===== src/rtl/div_unit.sv =====
`default_nettype none
// ============================================================================
// Module   : div_unit
// Purpose  : Iterative radix-2 restoring divider for RV32M DIV/DIVU/REM/REMU.
//            Signed operands are divided as magnitudes and the sign is fixed
//            up on the final cycle. Divide-by-zero and signed overflow finish
//            straight away without iterating.
// Ports    : clk, reset (async, active-high)
//            req/op/dividend/divisor - start request and operands
//            kill                    - abandon the EX-slot operation
//            ack                     - downstream register captures the result
//            busy                    - stall request to the hazard unit
//            div_valid/divresult     - final result, held until ack
// Revision : 1.0 - initial release
// ============================================================================
module div_unit #(
    parameter int XLEN  = 32,
    parameter int CNT_W = 6
) (
    input  logic            clk,
    input  logic            reset,
    input  logic            req,
    input  logic [1:0]      op,
    input  logic [XLEN-1:0] dividend,
    input  logic [XLEN-1:0] divisor,
    input  logic            kill,
    input  logic            ack,
    output logic            busy,
    output logic            div_valid,
    output logic [XLEN-1:0] divresult
);

    typedef enum logic [1:0] {
        S_IDLE = 2'd0,
        S_CALC = 2'd1,
        S_DONE = 2'd2
    } state_t;

    localparam logic [XLEN-1:0] C_MIN = {1'b1, {(XLEN-1){1'b0}}};

    state_t            state_q, state_d;
    logic              rsel_q, rsel_d;      // 1 = remainder result
    logic              qneg_q, qneg_d;
    logic              rneg_q, rneg_d;
    logic [XLEN-1:0]   rem_q, rem_d;
    logic [XLEN-1:0]   quo_q, quo_d;
    logic [XLEN-1:0]   dvs_q, dvs_d;
    logic [XLEN-1:0]   res_q, res_d;
    logic [CNT_W-1:0]  cnt_q, cnt_d;

    // Operand decode for a possible acceptance this cycle
    logic              w_accept;
    logic              w_signed;
    logic              w_a_neg;
    logic              w_b_neg;
    logic [XLEN-1:0]   w_a_abs;
    logic [XLEN-1:0]   w_b_abs;
    logic              w_div_zero;
    logic              w_ovf;

    // One restoring step
    logic [XLEN:0]     w_rem_sh;
    logic [XLEN:0]     w_trial;
    logic [XLEN-1:0]   w_res_final;

    assign w_accept   = ((state_q == S_IDLE) || ((state_q == S_DONE) && ack))
                        && req && !kill;
    assign w_signed   = ~op[0];
    assign w_a_neg    = w_signed & dividend[XLEN-1];
    assign w_b_neg    = w_signed & divisor[XLEN-1];
    assign w_a_abs    = w_a_neg ? -dividend : dividend;
    assign w_b_abs    = w_b_neg ? -divisor : divisor;
    assign w_div_zero = (divisor == '0);
    assign w_ovf      = w_signed && (dividend == C_MIN) && (&divisor);

    // Shifted partial remainder carries the next dividend bit; the extra top
    // bit makes the trial subtraction's borrow visible as a sign bit.
    assign w_rem_sh   = {rem_q, quo_q[XLEN-1]};
    assign w_trial    = w_rem_sh - {1'b0, dvs_q};

    assign w_res_final = rsel_q ? (rneg_q ? -rem_q : rem_q)
                                : (qneg_q ? -quo_q : quo_q);

    // Busy rises in the acceptance cycle so EX stalls without a bubble;
    // special cases complete on the acceptance edge and never stall.
    assign busy      = (state_q == S_CALC) || (w_accept && !w_div_zero && !w_ovf);
    assign div_valid = (state_q == S_DONE);
    assign divresult = div_valid ? res_q : '0;

    always_comb begin
        state_d = state_q;
        rsel_d  = rsel_q;
        qneg_d  = qneg_q;
        rneg_d  = rneg_q;
        rem_d   = rem_q;
        quo_d   = quo_q;
        dvs_d   = dvs_q;
        res_d   = res_q;
        cnt_d   = cnt_q;

        case (state_q)
            S_CALC: begin
                if (cnt_q != '0) begin
                    if (!w_trial[XLEN]) begin
                        rem_d = w_trial[XLEN-1:0];
                        quo_d = {quo_q[XLEN-2:0], 1'b1};
                    end else begin
                        rem_d = w_rem_sh[XLEN-1:0];
                        quo_d = {quo_q[XLEN-2:0], 1'b0};
                    end
                    cnt_d = cnt_q - CNT_W'(1);
                end else begin
                    res_d   = w_res_final;
                    state_d = S_DONE;
                end
            end
            S_DONE: begin
                if (ack) begin
                    state_d = S_IDLE;
                end
            end
            default: begin
                state_d = S_IDLE;
            end
        endcase

        // A new operation may start from IDLE or from the DONE/ack cycle.
        if (w_accept) begin
            rsel_d = op[1];
            qneg_d = w_a_neg ^ w_b_neg;
            rneg_d = w_a_neg;
            if (w_div_zero) begin
                res_d   = op[1] ? dividend : '1;
                state_d = S_DONE;
            end else if (w_ovf) begin
                res_d   = op[1] ? '0 : C_MIN;
                state_d = S_DONE;
            end else begin
                rem_d   = '0;
                quo_d   = w_a_abs;
                dvs_d   = w_b_abs;
                cnt_d   = CNT_W'(XLEN);
                state_d = S_CALC;
            end
        end

        if (kill) begin
            state_d = S_IDLE;
        end
    end

    always_ff @(posedge clk or posedge reset) begin
        if (reset) begin
            state_q <= S_IDLE;
            rsel_q  <= 1'b0;
            qneg_q  <= 1'b0;
            rneg_q  <= 1'b0;
            rem_q   <= '0;
            quo_q   <= '0;
            dvs_q   <= '0;
            res_q   <= '0;
            cnt_q   <= '0;
        end else begin
            state_q <= state_d;
            rsel_q  <= rsel_d;
            qneg_q  <= qneg_d;
            rneg_q  <= rneg_d;
            rem_q   <= rem_d;
            quo_q   <= quo_d;
            dvs_q   <= dvs_d;
            res_q   <= res_d;
            cnt_q   <= cnt_d;
        end
    end

endmodule
`default_nettype wire


===== config.mk =====
export PLATFORM = sky130hd
export DESIGN_NAME = div_unit
export DESIGN_NICKNAME = d
export VERILOG_FILES = /design/src/rtl/div_unit.sv
export SDC_FILE = /design/constraint.sdc
export NUM_CORES = 1
export LEC_CHECK = 0
export CELL_PAD_IN_SITES_DETAIL_PLACEMENT = 1
export CELL_PAD_IN_SITES_GLOBAL_PLACEMENT = 1
export CORE_ASPECT_RATIO = 1.1
export CORE_MARGIN = 4
export CORE_UTILIZATION = 52
export DETAILED_ROUTE_END_ITERATION = 8
export DONT_BUFFER_PORTS = 1
export PLACE_DENSITY = 0.95
export RECOVER_POWER = 100
export SLEW_MARGIN = 10
export SYNTH_ARGS = -nofsm -noshare
export SYNTH_HDL_FRONTEND = slang
export SYNTH_SLANG_ARGS = --single-unit

===== constraint.sdc =====
create_clock -name clk -period 6.68 [get_ports clk]
set_clock_uncertainty 0.05 [all_clocks]
set_input_delay 0.668 -clock clk [delete_from_list [all_inputs] [get_ports clk]]
set_output_delay 0.668 -clock clk [all_outputs]
set_load 0.005 [all_outputs]

* Word level (Yosys, flattened, before mapping)
Index checks and enable logic that the tools add are counted.
** Storage, ports and cells
- Bits in latches :: 0
- Output and inout bits :: 34
- Word-level logic and storage cells :: 81
- Register bits :: 139
- Memories :: 0
- Input port bits :: 71
- Memory bits (writable) :: 0
- ROM bits :: 0
** Operators by class
- Divide/modulo/power cells :: 0
- Order comparisons :: 0
- Shifts and indexed selects :: 0
- Equal/unequal tests :: 5
- Multiplexer cells :: 37
- Bitwise operators :: 6
- $mul :: 0
- Add/sub/neg operators :: 6
- Reduce and logical (&&, ||, !) cells :: 18
** Operators by type and width (number)
- 32-bit two-way mux :: 24
- 32-bit negation :: 4
- 33-bit by 32-bit subtractor with 33-bit output :: 1
- 32-bit == test (second input constant) :: 1
- 32-bit logical NOT :: 1
- 32-bit AND reduction :: 1
- 6-bit two-way mux :: 5
- 2-bit two-way mux :: 6
- 1-bit logical AND :: 7
- 6-bit nonzero test :: 1
- 6-bit by 1-bit subtractor with 6-bit output (second input constant) :: 1
- 4-bit by 3-bit inequality test with 1-bit output (second input constant) :: 1
- 4-bit inequality test (second input constant) :: 1
- 2-bit case mux with 2 select lines :: 1
- 1-bit logical NOT :: 3
- 1-bit inverter :: 3
- 3-bit AND reduction :: 1
- 1-bit AND :: 2
- 2-bit by 1-bit == test with 1-bit output (second input constant) :: 1
- 2-bit == test (second input constant) :: 1
- 2-bit logical NOT :: 1
- 1-bit logical OR :: 2
- 2-bit AND reduction :: 1
- 1-bit two-way mux :: 1
- 1-bit bitwise XOR :: 1

* Logic depth before layout (Yosys ltp)
- Word-level depth :: 8
- Mapped depth :: 13
- Depth with buffers taken out :: 12

* Worst setup path before layout
OpenSTA, ideal clock, no wires.
- Path kind :: input to output
- Start point :: in divisor[6]
- End point :: out busy
- Data arrival time :: 2.806 ns
- Stages :: 10
- Data required time :: 5.962 ns
- Path buffers :: 3
- Path slack :: 3.156 ns
- Cell sequence :: or4_1 nor4b_4 nand3b_1 nor4_2 o21bai_1 or2_1 buf_2 buf_6 buf_4 nand2_1
** Between the ends
- Cells in the longest elaborated chain, start to end :: 5
- Elaborated cells between the ends (all ways) :: 8
- Classes of those cells :: reduce/logical (8)
** Ends and longest elaborated chain
- start, declared :: RTL line 25 : input logic [XLEN-1:0] divisor,
- 32-bit logical NOT or 32-bit AND reduction (tied branches) :: RTL line 73, 74
- 1-bit logical NOT or 1-bit logical AND (tied branches) :: RTL line 86, 74
- 1-bit logical AND or 1-bit logical NOT (tied branches) :: RTL line 86 : assign busy = (state_q == S_CALC) || (w_accept && !w_div_zero && !w_ovf);
- 1-bit logical AND (*) :: RTL line 86
- 1-bit logical OR (*) :: RTL line 86
- end, declared :: RTL line 28 : output logic busy,
Every way passes the cells marked *; elsewhere a longest branch is shown, timed or not.

* Worst setup path after layout
Same ends and word-level chain as after synthesis.

==> impl_metrics.json <==
{
  "drcViolationCount": 1,
  "ff_to_ff_setup_slack_ns": 2.41,
  "tritoncts": "done",
  "grt_antenna_before_repair": 1,
  "postSynthRegisterBits": 139,
  "final.min_clock_period_ns": 5.03,
  "critPathKind": "input port to primary output",
  "syn_inst": 1485,
  "synth.avg_cell_area_um2": 7.70,
  "synth_seq_area_share_pct": 30.4,
  "finalWirelength_um": 39900,
  "dr_wl_met3_um": 3130,
  "combinational_group_share_of_total_power_pct": 54.8,
  "setup-tns-final_ns": 0,
  "pd_cells_nw_per_um2": 468,
  "dr_total_vias": 11400,
  "drt_first_pass_iters": 9,
  "most_instantiated_flip_flop_cell_in_the_synthesis_netlist": "dfrtp_1",
  "met2WireLength_um": 19500,
  "setup-violations-final": 0,
  "worst_ep_arrival_time_ns": 4.31,
  "hold-path-endpoint": "qneg_q$_DFFE_PP0P_",
  "grt_max_degree": 84,
  "synth-edff-count": 0,
  "clkTransAtPathRegs_ns": 0.06,
  "cts_root_buf": "clkbuf_16",
  "finalNetCount": 1543,
  "setup_slack_ns": 1.65,
  "post_cts_resized": 0,
  "cts.path.max_buffers": 2,
  "internal-power_mw": 2.92,
  "holdCritPathClass": "input port to flop",
  "core-area_um2": 21500,
  "ioPinCount": 105,
  "post-route-util_pct": 56.1,
  "worstHoldStart": "op[0]",
  "area_growth_pct": 5.55,
  "detailedPlacementHpwl_um": 28300,
  "number_of_global_route_vias_before_repair": 12000,
  "global_placement_routability_congestion": 0.957,
  "post-cts-setup-buffer-count": 0,
  "count_of_standard_cell_rows": 56,
  "swShare_pct": 48.3,
  "worst_ir_drop_vdd_uv": 183,
  "grtUsageTotal_pct": 32.9,
  "count_of_antenna_diodes_in_the_layout": 0,
  "first_pass_grt_wire_length_um": 64400,
  "cts.htree.levels": 4,
  "worst_reg2reg_endpoint": "rem_q[9]$_DFF_PP0_",
  "seq_power_share_pct": 29.4,
  "worst_slew_pin_slew_ns": 3.89,
  "post_synth_instance_area_um2": 11400,
  "startpoint_type": "input port",
  "floorplan.initialDensity_pct": 53.2,
  "p_leak_nw": 5.09,
  "final_instance_count_without_filler_cells": 1736,
  "clock-sinks": 139,
  "worstReg2RegStart": "quo_q[31]$_DFF_PP0_",
  "multi_input_logic_area_um2": 7340,
  "pre_cts_ws_ns": 2.25,
  "port-buffer-count": 0,
  "routedWlPerCell_um": 23.0,
  "chipWidth_um": 149,
  "die_h_um": 164,
  "run_status": "finished, violations left",
  "ff2ff_path_depth": 13,
  "cts_made_buffers": 17,
  "fillers": 2687,
  "rsz0062_at_grt": "false",
  "layout_worst_path_cycle_share_pct": 75.2,
  "violations": "DRC, capacitance limit, slew limit",
  "achievable-frequency_ghz": 0.199,
  "globalRoute.totalOverflow": 0,
  "timing.final.max_slew_violations": 136,
  "yosys_warnings": 0,
  "route.detailed.vias_per_inst": 6.59,
  "postCtsHoldBufs": 0,
  "drv_cap": 3,
  "drt_iter0_markers": 1099,
  "slew-limit-headroom_pct": -161,
  "die_area_um2": 24400,
  "met1_length_um": 15700,
  "pwr-share-clk_pct": 15.9,
  "critPathRequiredTime_ns": 5.96,
  "drive_gt1_share_pct": 4.01,
  "postSynthNetCount": 1595,
  "ys_async_sr_fraction_pct": 100,
  "antenna_violating_nets_left": 0,
  "worstSkewPairLatency_ns": 0.44,
  "min_path_cells": 1,
  "critical_path_peak_fanout": 41,
  "sequential_cell_area_um2": 3480,
  "synthDistinctLibCells": 67,
  "worst_setup_path_end_kind": "primary output",
  "p_switching_mw": 2.72,
  "finalHoldViolCount": 0,
  "numPlacedInstances": 1704,
  "maxUsedRoutingLayer": "met5"
}
==> power by group through the flow <==
stage	Sequential, mW	Clock [mW]	Combinational [mW]
final	1.66	0.895	3.09
after detailed placement	1.63	0	2.95
after global routing	1.69	0.934	3.38
after CTS	1.63	0.891	3.04
after global placement	1.59	0	2.76
after floorplan	1.44	0	2.33
==> state kept, by name, indices dropped and copies added, names as in the netlist <==
register / count
cnt_q: 6
dvs_q: 32
qneg_q: 1
quo_q: 32
rem_q: 32
res_q: 32
rneg_q: 1
rsel_q: 1
state_q: 2
==> Yosys cell counts, drive strengths merged, types with 11 or more instances <==
library cell / count / area share (%)
a211oi: 15 / 0.98
a21o: 11 / 0.72
a21oi: 92 / 4.1
a31oi: 42 / 2.3
and2: 36 / 2.0
buf: 18 / 0.94
clkbuf: 64 / 2.1
dfrtp: 139 / 30
ha: 38 / 4.2
inv: 75 / 2.5
mux2i: 37 / 3.2
nand2: 200 / 6.6
nand2b: 13 / 0.71
nand3: 51 / 2.2
nand4: 20 / 1.1
nor2: 113 / 3.7
nor2b: 34 / 1.9
nor3: 33 / 1.4
nor4: 16 / 0.93
o211ai: 13 / 0.85
o21ai: 146 / 6.4
o31ai: 16 / 1.1
o41ai: 13 / 1.2
or4: 13 / 0.95
xnor2: 81 / 6.2
xor2: 62 / 4.7
==> cell families after synthesis <==
| kind of cell | count (synthesis) | share of synthesized area [%] |
|---|---|---|
| xor+xnor | 143 | 10.9 |
| mux | 39 | 3.43 |
| fa+ha+maj | 39 | 4.33 |
| buf+inv | 157 | 5.50 |
| compound gates | 399 | 21.3 |
| simple gates | 569 | 24.1 |
| flops | 139 | 30.4 |
==> critical path, cell delays in order <==
cell	delay (ns)
or4_1	0.56
nor4b_1	0.77
nand3b_1	0.34
nor4_1	0.90
o21bai_1	0.38
or2_4	0.55
nand2_1	0.14
==> stage by stage <==
| step | power, mW | hold slack, ns | area, um2 |
|---|---|---|---|
| after floorplan | 3.76 | 0.391 | 11400 |
| after global placement | 4.35 | 0.403 | 11600 |
| after detailed placement | 4.58 | 0.418 | 11600 |
| after CTS | 5.56 | 0.223 | 12100 |
| after global routing | 6.00 | 0.290 | 12100 |
| final | 5.64 | 0.277 | 12100 |
==> per-layer routing <==
layer | global-route usage, % | vias up
li1 | - | 5125
met1 | 40.6 | 5618
met2 | 56.0 | 555
met3 | 7.08 | 144
met4 | 13.2 | 2
met5 | 0 | -
==> layout by cell type, fill, tap and decap left out, types with 5 or more instances in the layout <==
master     Yosys  routed
nand2b_1      13      13
or3_1          9       9
dfrtp_1      139     139
nand4_1       20      20
o31ai_1       16      16
o22ai_1        8       8
ha_1          38      38
a31oi_1       42      42
clkbuf_1      64       6
nor4_1        15      16
a22oi_1        5       5
and2_0         0      32
inv_1         75      74
and3_1         8       8
or4_1         10      10
a21oi_1       91      92
o21ai_0      143     143
o211ai_1      13      13
nor2b_1       34      34
nand3_1       51      51
clkinv_2       0       7
nor2_1       113     111
a211oi_1      15      15
nand3b_1       6       6
mux2i_1       37      37
o41ai_1       11      11
a211o_1        9       9
xor2_1        62      61
nand2_1      200     199
xnor2_1       81      81
nor3_1        33      33
buf_4          6       8
a21o_1        11      11
clkbuf_16      0      17
==> worst max-delay path by stage <==
stage / from / to / slack [ns] / cells past startpoint
after floorplan: reset / cnt_q[0]$_DFF_PP0_ / 2.24 / 1
after global placement: divisor[6] / quo_q[14]$_DFF_PP0_ / 2.60 / 9
after detailed placement: divisor[6] / quo_q[30]$_DFF_PP0_ / 2.25 / 9
after CTS: divisor[6] / busy / 2.49 / 7
after global routing: divisor[6] / busy / 1.32 / 7
final: divisor[6] / busy / 1.65 / 7
==> layout make-up <==
class                   count  area share (%)
flip-flops and latches    139            28.8
well taps                 290            3.01
clock inverters             9           0.601
inverters                  75            2.34
clock buffers              23            3.79
repair buffers             11           0.611
multi-input cells        1189            60.8
No activity file was read; power rests on OpenSTA's default activity.
